$ cat config.mk
export PLATFORM = sky130hd
export DESIGN_NAME = axi_lite_cfg_slave
export DESIGN_NICKNAME = d
export VERILOG_FILES = /design/src/rtl/axi_lite_cfg_slave.sv
export SDC_FILE = /design/constraint.sdc
export NUM_CORES = 1
export LEC_CHECK = 0
export CORE_MARGIN = 2
export CORE_UTILIZATION = 40
export DETAILED_ROUTE_END_ITERATION = 7
export PLACE_DENSITY = 0.67
export SETUP_SLACK_MARGIN = 0.05
export SLEW_MARGIN = 40
export SYNTH_ARGS = -nofsm -noshare
export SYNTH_HDL_FRONTEND = slang
export SYNTH_SLANG_ARGS = --single-unit
$ cat constraint.sdc
create_clock -name clock -period 2.9 [get_ports clock]
set_input_delay 0.87 -clock clock [delete_from_list [all_inputs] [get_ports clock]]
set_output_delay 0.87 -clock clock [all_outputs]
set_load 0.01 [all_outputs]
$ cat src/rtl/axi_lite_cfg_slave.sv
// rtl/axi_lite_cfg_slave.sv - AXI4-Lite config register slave with start/done handshake
// Optional CFG_SHADOW_EN: user register writes are staged and applied to cfg_regs on start.
module axi_lite_cfg_slave #(
   parameter int NUM_REGS = 8,
   parameter int ADDR_LSB = 2
) (
   input  logic                    clock,
   input  logic                    reset_n,
   input  logic [31:0]             AWADDR,
   input  logic                    AWVALID,
   output logic                    AWREADY,
   input  logic [31:0]             WDATA,
   input  logic [3:0]              WSTRB,
   input  logic                    WVALID,
   output logic                    WREADY,
   output logic [1:0]              BRESP,
   output logic                    BVALID,
   input  logic                    BREADY,
   input  logic [31:0]             ARADDR,
   input  logic                    ARVALID,
   output logic                    ARREADY,
   output logic [31:0]             RDATA,
   output logic [1:0]              RRESP,
   output logic                    RVALID,
   input  logic                    RREADY,
   input  logic                    done_in,
   output logic                    start_out,
   output logic [32*NUM_REGS-1:0]  cfg_regs
);
   localparam logic [1:0]  RESP_OKAY   = 2'b00;
   localparam logic [1:0]  RESP_SLVERR = 2'b10;
   localparam logic [7:0]  WORD_CTRL   = 8'h00;
   localparam logic [7:0]  WORD_STATUS = 8'h01;
   localparam logic [7:0]  WORD_ID     = 8'h02;
   localparam logic [8:0]  USER_FIRST  = 9'd4;
   localparam logic [8:0]  USER_END    = 9'(4 + NUM_REGS);
   localparam logic [31:0] ID_VALUE    = 32'h4346_0000 | 32'(NUM_REGS);

   logic [7:0]  aw_word_q;
   logic [31:0] w_data_q;
   logic [3:0]  w_strb_q;
   logic [31:0] user_q [NUM_REGS];
   logic        done_q;
   logic        busy_q;

   logic        aw_hs, w_hs, b_hs, ar_hs, r_hs;
   logic        commit;
   logic [7:0]  wr_word, rd_word;
   logic [31:0] wr_data;
   logic [3:0]  wr_strb;
   logic        wr_user, wr_ok;
   logic        start_c, done_clr_c;
   logic [31:0] rd_data_c;
   logic        rd_ok_c;
   logic        unused_addr;

   function automatic logic [31:0] byte_merge(input logic [31:0] old_val,
                                              input logic [31:0] data,
                                              input logic [3:0]  strb);
      logic [31:0] res;
      res = old_val;
      for (int b = 0; b < 4; b++) begin
         if (strb[b]) res[8*b +: 8] = data[8*b +: 8];
      end
      return res;
   endfunction

   assign unused_addr = ^{AWADDR, ARADDR};

   assign aw_hs   = AWVALID & AWREADY;
   assign w_hs    = WVALID & WREADY;
   assign b_hs    = BVALID & BREADY;
   assign ar_hs   = ARVALID & ARREADY;
   assign r_hs    = RVALID & RREADY;
   assign ARREADY = ~RVALID;

   // A dropped READY means the beat is held; otherwise use the live bus so a
   // same-cycle AW/W pair commits immediately.
   assign wr_word = AWREADY ? AWADDR[ADDR_LSB+7:ADDR_LSB] : aw_word_q;
   assign wr_data = WREADY ? WDATA : w_data_q;
   assign wr_strb = WREADY ? WSTRB : w_strb_q;
   assign commit  = (aw_hs | ~AWREADY) & (w_hs | ~WREADY) & ~BVALID;

   assign wr_user    = ({1'b0, wr_word} >= USER_FIRST) && ({1'b0, wr_word} < USER_END);
   assign wr_ok      = (wr_word == WORD_CTRL) || (wr_word == WORD_STATUS) || wr_user;
   assign start_c    = commit && (wr_word == WORD_CTRL) && wr_strb[0] && wr_data[0];
   assign done_clr_c = commit && (wr_word == WORD_STATUS) && wr_strb[0] && wr_data[0];

   always_ff @(posedge clock or negedge reset_n) begin
      if (!reset_n) begin
         AWREADY   <= 1'b1;
         WREADY    <= 1'b1;
         BVALID    <= 1'b0;
         BRESP     <= RESP_OKAY;
         aw_word_q <= '0;
         w_data_q  <= '0;
         w_strb_q  <= '0;
      end else begin
         if (aw_hs) begin
            AWREADY   <= 1'b0;
            aw_word_q <= AWADDR[ADDR_LSB+7:ADDR_LSB];
         end
         if (w_hs) begin
            WREADY   <= 1'b0;
            w_data_q <= WDATA;
            w_strb_q <= WSTRB;
         end
         if (commit) begin
            BVALID <= 1'b1;
            BRESP  <= wr_ok ? RESP_OKAY : RESP_SLVERR;
         end else if (b_hs) begin
            BVALID  <= 1'b0;
            AWREADY <= 1'b1;
            WREADY  <= 1'b1;
         end
      end
   end

   always_ff @(posedge clock or negedge reset_n) begin
      if (!reset_n) begin
         start_out <= 1'b0;
         busy_q    <= 1'b0;
         done_q    <= 1'b0;
         for (int i = 0; i < NUM_REGS; i++) user_q[i] <= '0;
      end else begin
         start_out <= start_c;
         if (start_c)      busy_q <= 1'b1;
         else if (done_in) busy_q <= 1'b0;
         // A completion arriving with a W1C keeps DONE set.
         if (done_in)         done_q <= 1'b1;
         else if (done_clr_c) done_q <= 1'b0;
         for (int i = 0; i < NUM_REGS; i++) begin
            if (commit && (wr_word == 8'(4 + i)))
               user_q[i] <= byte_merge(user_q[i], wr_data, wr_strb);
         end
      end
   end

   assign rd_word = ARADDR[ADDR_LSB+7:ADDR_LSB];

   always_comb begin
      rd_data_c = '0;
      rd_ok_c   = 1'b1;
      case (rd_word)
         WORD_CTRL:   rd_data_c = '0;
         WORD_STATUS: rd_data_c = {30'b0, busy_q, done_q};
         WORD_ID:     rd_data_c = ID_VALUE;
         default: begin
            rd_ok_c = 1'b0;
            for (int i = 0; i < NUM_REGS; i++) begin
               if (rd_word == 8'(4 + i)) begin
                  rd_data_c = user_q[i];
                  rd_ok_c   = 1'b1;
               end
            end
         end
      endcase
   end

   always_ff @(posedge clock or negedge reset_n) begin
      if (!reset_n) begin
         RVALID <= 1'b0;
         RDATA  <= '0;
         RRESP  <= RESP_OKAY;
      end else if (ar_hs) begin
         RVALID <= 1'b1;
         RDATA  <= rd_data_c;
         RRESP  <= rd_ok_c ? RESP_OKAY : RESP_SLVERR;
      end else if (r_hs) begin
         RVALID <= 1'b0;
      end
   end

`ifdef CFG_SHADOW_EN
   logic [31:0] live_q [NUM_REGS];

   always_ff @(posedge clock or negedge reset_n) begin
      if (!reset_n) begin
         for (int i = 0; i < NUM_REGS; i++) live_q[i] <= '0;
      end else if (start_c) begin
         for (int i = 0; i < NUM_REGS; i++) live_q[i] <= user_q[i];
      end
   end

   for (genvar g = 0; g < NUM_REGS; g++) begin : g_cfg_shadow
      assign cfg_regs[32*g +: 32] = live_q[g];
   end
`else
   for (genvar g = 0; g < NUM_REGS; g++) begin : g_cfg_direct
      assign cfg_regs[32*g +: 32] = user_q[g];
   end
`endif

endmodule

=== Yosys cells after proc, flatten, opt, wreduce, memory -nomap -nowiden ===
Cells that the tools add are included.

* Register bits: 343
* Output and inout port bits: 298
* Input port bits: 108
* Word-level logic and storage cells: 172

* Order comparisons: 2
* Reduce and logical (&&, ||, !) cells: 56
* Muxes and demuxes: 37
* Equal/unequal tests: 19
* Bitwise gates (word level): 13

{| class="wikitable"
|+ Operators with widths
! cell !! count
|-
| $mux W32 || 9
|-
| $pmux W32 S3 || 1
|-
| $eq A8 B3 Y1 const B || 8
|-
| $eq A8 B4 Y1 const B || 8
|-
| $reduce_and A2 Y1 || 32
|-
| $mux W1 || 23
|-
| $eq A8 B1 Y1 const B || 2
|-
| $logic_not A8 Y1 || 2
|-
| $logic_and A1 B1 Y1 || 15
|-
| $eq A8 B2 Y1 const B || 1
|-
| $ge A8 B3 Y1 const B || 1
|-
| $lt A8 B4 Y1 const B || 1
|-
| $mux W8 || 1
|-
| $reduce_bool A2 Y1 || 4
|-
| $and A1 B1 Y1 || 7
|-
| $mux W2 || 2
|-
| $mux W4 || 1
|-
| $not A1 Y1 || 4
|-
| $reduce_or A3 Y1 || 1
|-
| $logic_or A1 B1 Y1 || 2
|-
| $or A1 B1 Y1 || 2
|}

=== Depth between registers and ports, before layout ===
* Depth after elaboration: 11
* Mapped depth: 7
* Gate-level depth less buffers: 4

=== Worst setup path after synthesis ===
OpenSTA, ideal clock, no wires.

* Kind: in2reg
* Start: in ARADDR[2]
* End: reg RDATA[1]
* Cell stages on the path: 5
* Path slack: 0.352 ns
* Buffers on the path: 2
* Library setup time: 0.132 ns
* Data required time: 2.768 ns
* Arrival: 2.416 ns
* Cell sequence: buf_2 > buf_1 > mux4_2 > a22oi_1 > o211ai_1

* Longest elaborated chain between the ends: 10
* Elaborated cells between the ends (all ways): 20
* Those cells by class: eq/ne: 10; mux: 9; reduce/logical: 1

{| class="wikitable"
|+ Ends and longest elaborated chain
! element !! RTL line !! source
|-
| start, declared || 19 || <nowiki>input logic [31:0] ARADDR,</nowiki>
|-
| $eq A8 B3 Y1 || 151 || <nowiki>if (rd_word == 8'(4 + i)) begin</nowiki>
|-
| $mux W32 (8 in a row) || 151 ||
|-
| $pmux W32 S3 * || 144 || <nowiki>case (rd_word)</nowiki>
|-
| end signal, assigned || 167 || <nowiki>RDATA <= rd_data_c;</nowiki>
|-
| end, declared || 22 || <nowiki>output logic [31:0] RDATA,</nowiki>
|}

Mark *: on every way between the ends. The rest lies on a longest branch, timed or not.
A chain may end at the register's enable or synchronous reset.

=== Worst setup path in the final report ===
* Start: reg AWREADY
* End: out AWREADY

{| class="wikitable"
|+ RTL lines
! element !! RTL line !! source
|-
| start, declared || 11 || <nowiki>output logic AWREADY,</nowiki>
|-
| start signal, assigned || 91 || <nowiki>AWREADY <= 1'b1;</nowiki>
|-
| start signal, assigned || 100 || <nowiki>AWREADY <= 1'b0;</nowiki>
|-
| start signal, assigned || 113 || <nowiki>AWREADY <= 1'b1;</nowiki>
|}

No word-level cell between the ends.

==> impl_metrics.env <==
export IMPL_synth_compound_area_share=0.0948
export IMPL_cts_buffers=39
export IMPL_synth_area_top_cells="dfrtp_1 53%, mux2_2 24%, mux4_2 6.9%"
export IMPL_worstRegToRegCells=6
export IMPL_initial_core_util=0.404
export IMPL_post_cts_setup_buffers=0
export IMPL_synth_warnings=0
export IMPL_h_tree_depth=2
export IMPL_min_path_type="input port to asynchronous set/reset pin"
export IMPL_timing_rr_end="cfg_regs[119]$_DFFE_PN0P_"
export IMPL_cpPeakStageDelay_ns=0.71
export IMPL_grt_pass1_wl_um=74900
export IMPL_status="completed"
export IMPL_nFillCells=3262
export IMPL_arrival_ns=1.88
export IMPL_dpl_cell_area_sq_mm=0.0212
export IMPL_rsz0062_at_grt="false"
export IMPL_core_area_sq_mm=0.0396
export IMPL_synth_area_sq_mm=0.0160
export IMPL_cp_required_ns=2.03
export IMPL_fin_ws_ns=0.150
export IMPL_synth_seq_cells=341
export IMPL_finClkSkew_ns=0.0173
export IMPL_worstSetupEndpointType="output port"
export IMPL_cts_sinks=341
export IMPL_drive_gt1_frac=0.392
export IMPL_synth_area_leader_cell="dfrtp_1"
export IMPL_max_cap_viol_count=0
export IMPL_ios=406
export IMPL_synth_top_family_by_area="multiplexers"
export IMPL_clk_latency_ns=0.55
export IMPL_gr_total_overflow=0
export IMPL_synthAdderAreaFrac=0
export IMPL_netlist_instances=1061
export IMPL_grt_max_degree=64
export IMPL_ys_top_cells_by_count="339 x dfrtp_1, 337 x mux2_2, 49 x mux4_2"
export IMPL_crit_chain="clkdlybuf4s50_1"
export IMPL_die_area_sq_mm=0.0417
export IMPL_dpl_hpwl_um=34800
export IMPL_ff2ff_setup_slack_ns=0.49
export IMPL_drc_errors=0
export IMPL_totalWireLength_um=49300
export IMPL_critical_path_top_delay_family="flip-flops"
export IMPL_first_global_vias=11818
export IMPL_relSlewSlack=0.533
export IMPL_rr_startpoint="AWREADY$_DFF_PN1_"
export IMPL_power_mw=15.7
export IMPL_fin_setup_tns_ns=0
export IMPL_vias_per_cell=5.47
export IMPL_multi_input_area_sq_mm=0.00723
export IMPL_leakage_nw=9.63
export IMPL_post_route_period_util=0.948
export IMPL_async_flop_share=1.00
export IMPL_drv_slew=0
export IMPL_grtUsageTotal=0.240
export IMPL_setup_viol=0
export IMPL_postRouteAntennaNets=0
export IMPL_critical_path_class="flop to output port"
export IMPL_min_period_ns=2.75
export IMPL_synth_top_cell_area_share=0.530
export IMPL_first_pass_iters=5
export IMPL_startpoint_type="flop"
export IMPL_ys_flop_type="dfrtp_1"
export IMPL_max_slew_worst_pin_slew_ns=0.686
export IMPL_hold_violations=0
export IMPL_ir_worst_vdd_mv=0.390
export IMPL_drt_iter0_markers=524
export IMPL_ys_seq_area_frac=0.533
export IMPL_synth_xor_area_frac=0
export IMPL_cts_resized=0
export IMPL_synth_area_mux_share=0.316
export IMPL_syn_mean_instance_area_sq_um=15.1
export IMPL_routedWlPerCell_um=24.1
export IMPL_ff_latch_area_sq_mm=0.00854
export IMPL_synth_cell_type_count=59
export IMPL_power_density_mw_per_mm2=699
export IMPL_critPathBufInv=1
export IMPL_cp_depth=1
export IMPL_vias=11196
export IMPL_final_area_sq_mm=0.0225
export IMPL_clock_root_buffer="clkbuf_16"
export IMPL_die_height_um=204
export IMPL_yosys_area_share_simple=0.0377
export IMPL_final_core_util=0.568
export IMPL_synth_edf_count=0
export IMPL_dpl_worst_slack_ns=-0.0974
export IMPL_numPortBuffers=355
export IMPL_path_max_fanout=17
export IMPL_clkTransAtPathRegs_ns=0.06
export IMPL_antenna_found_initial=4
export IMPL_slowest_stage="dfstp_2"
export IMPL_postCtsHoldBufs=0
export IMPL_max_freq_ghz=0.364
export IMPL_clock_path_buffers=3
export IMPL_gp_congestion=0.853
export IMPL_cts_tree="done"
export IMPL_areaGrowthSynthToFinish_pct=40.5
export IMPL_nets=1605
export IMPL_rows=73
export IMPL_yosysMostFrequentCell="dfrtp_1"
export IMPL_die_w_um=204
## per-layer routing
metal,part of all wire,vias to the layer above,track usage
met1,0.43,5826,0.323
met3,0.063,71,0.0504
met5,0.00083,-,0
met2,0.48,391,0.390
li1,-,4902,-
met4,0.023,6,0.0774
## metrics by stage
step | hold slack, ns | instances
2_1_floorplan | 0.449 | 1062
3_3_place_gp | 0.463 | 1981
3_5_place_dp | 0.470 | 1981
4_1_cts | 0.283 | 2047
5_1_grt | 0.307 | 2048
6_report | 0.276 | 2048
## where the power goes
part / total (mW) / switching, mW / internal (mW)
clock: 4.95 / 1.95 / 3.00
combinational: 4.51 / 2.16 / 2.35
sequential: 6.27 / 0.676 / 5.60
total: 15.7 / 4.79 / 11.0
## sequential cells by signal (all words and copies together) (netlist names), 4 cells and up
signal,flops
RDATA,32
aw_word_q,8
cfg_regs,256
w_data_q,32
w_strb_q,4
## cells by family (layout without fill, tap and decap cells)
family,count (synthesis),in the layout
DFF,341,341
AOI/OAI and AO/OA,155,155
and+or+nand+nor,105,105
buffers and inverters,61,521
muxes,398,398
other,1,3
## worst max-delay path by stage
stage | from | to | slack (ns)
after floorplan | ARADDR[2] | RDATA[1]$_DFFE_PN0P_ | 0.35
after global placement | AWADDR[6] | cfg_regs[246]$_DFFE_PN0P_ | -0.09
after detailed placement | ARADDR[9] | RDATA[3]$_DFFE_PN0P_ | -0.1
after CTS | WREADY$_DFF_PN1_ | WREADY | 0.11
final | AWREADY$_DFF_PN1_ | AWREADY | 0.15
after global routing | AWREADY$_DFF_PN1_ | AWREADY | 0.06
## cell type report
cell class / count / area share
clock buffer: 58 / 0.0529
inverter: 5 / 0.000834
clock inverter: 8 / 0.00434
timing repair buffer: 450 / 0.212
multi-input combinational: 660 / 0.321
tap: 525 / 0.0292
antenna: 1 / 0.000111
sequential: 341 / 0.379
## placed cells by master (no fill, tap or decap), drive strengths merged, types with 7 or more instances in the layout
cell type      netlist  routed
a211o                7       7
a211oi              34      34
a21oi                9       9
a22oi               31      31
buf                 29      98
clkbuf              27      58
clkdlybuf4s50        0     352
dfrtp              339     339
mux2               341     341
mux2i                8       8
mux4                49      49
nand2               36      36
nor2                 8       8
nor2b               11      11
nor3                 8       8
nor3b                8       8
o21ai               44      44
No activity file was read; power rests on OpenSTA's default activity.
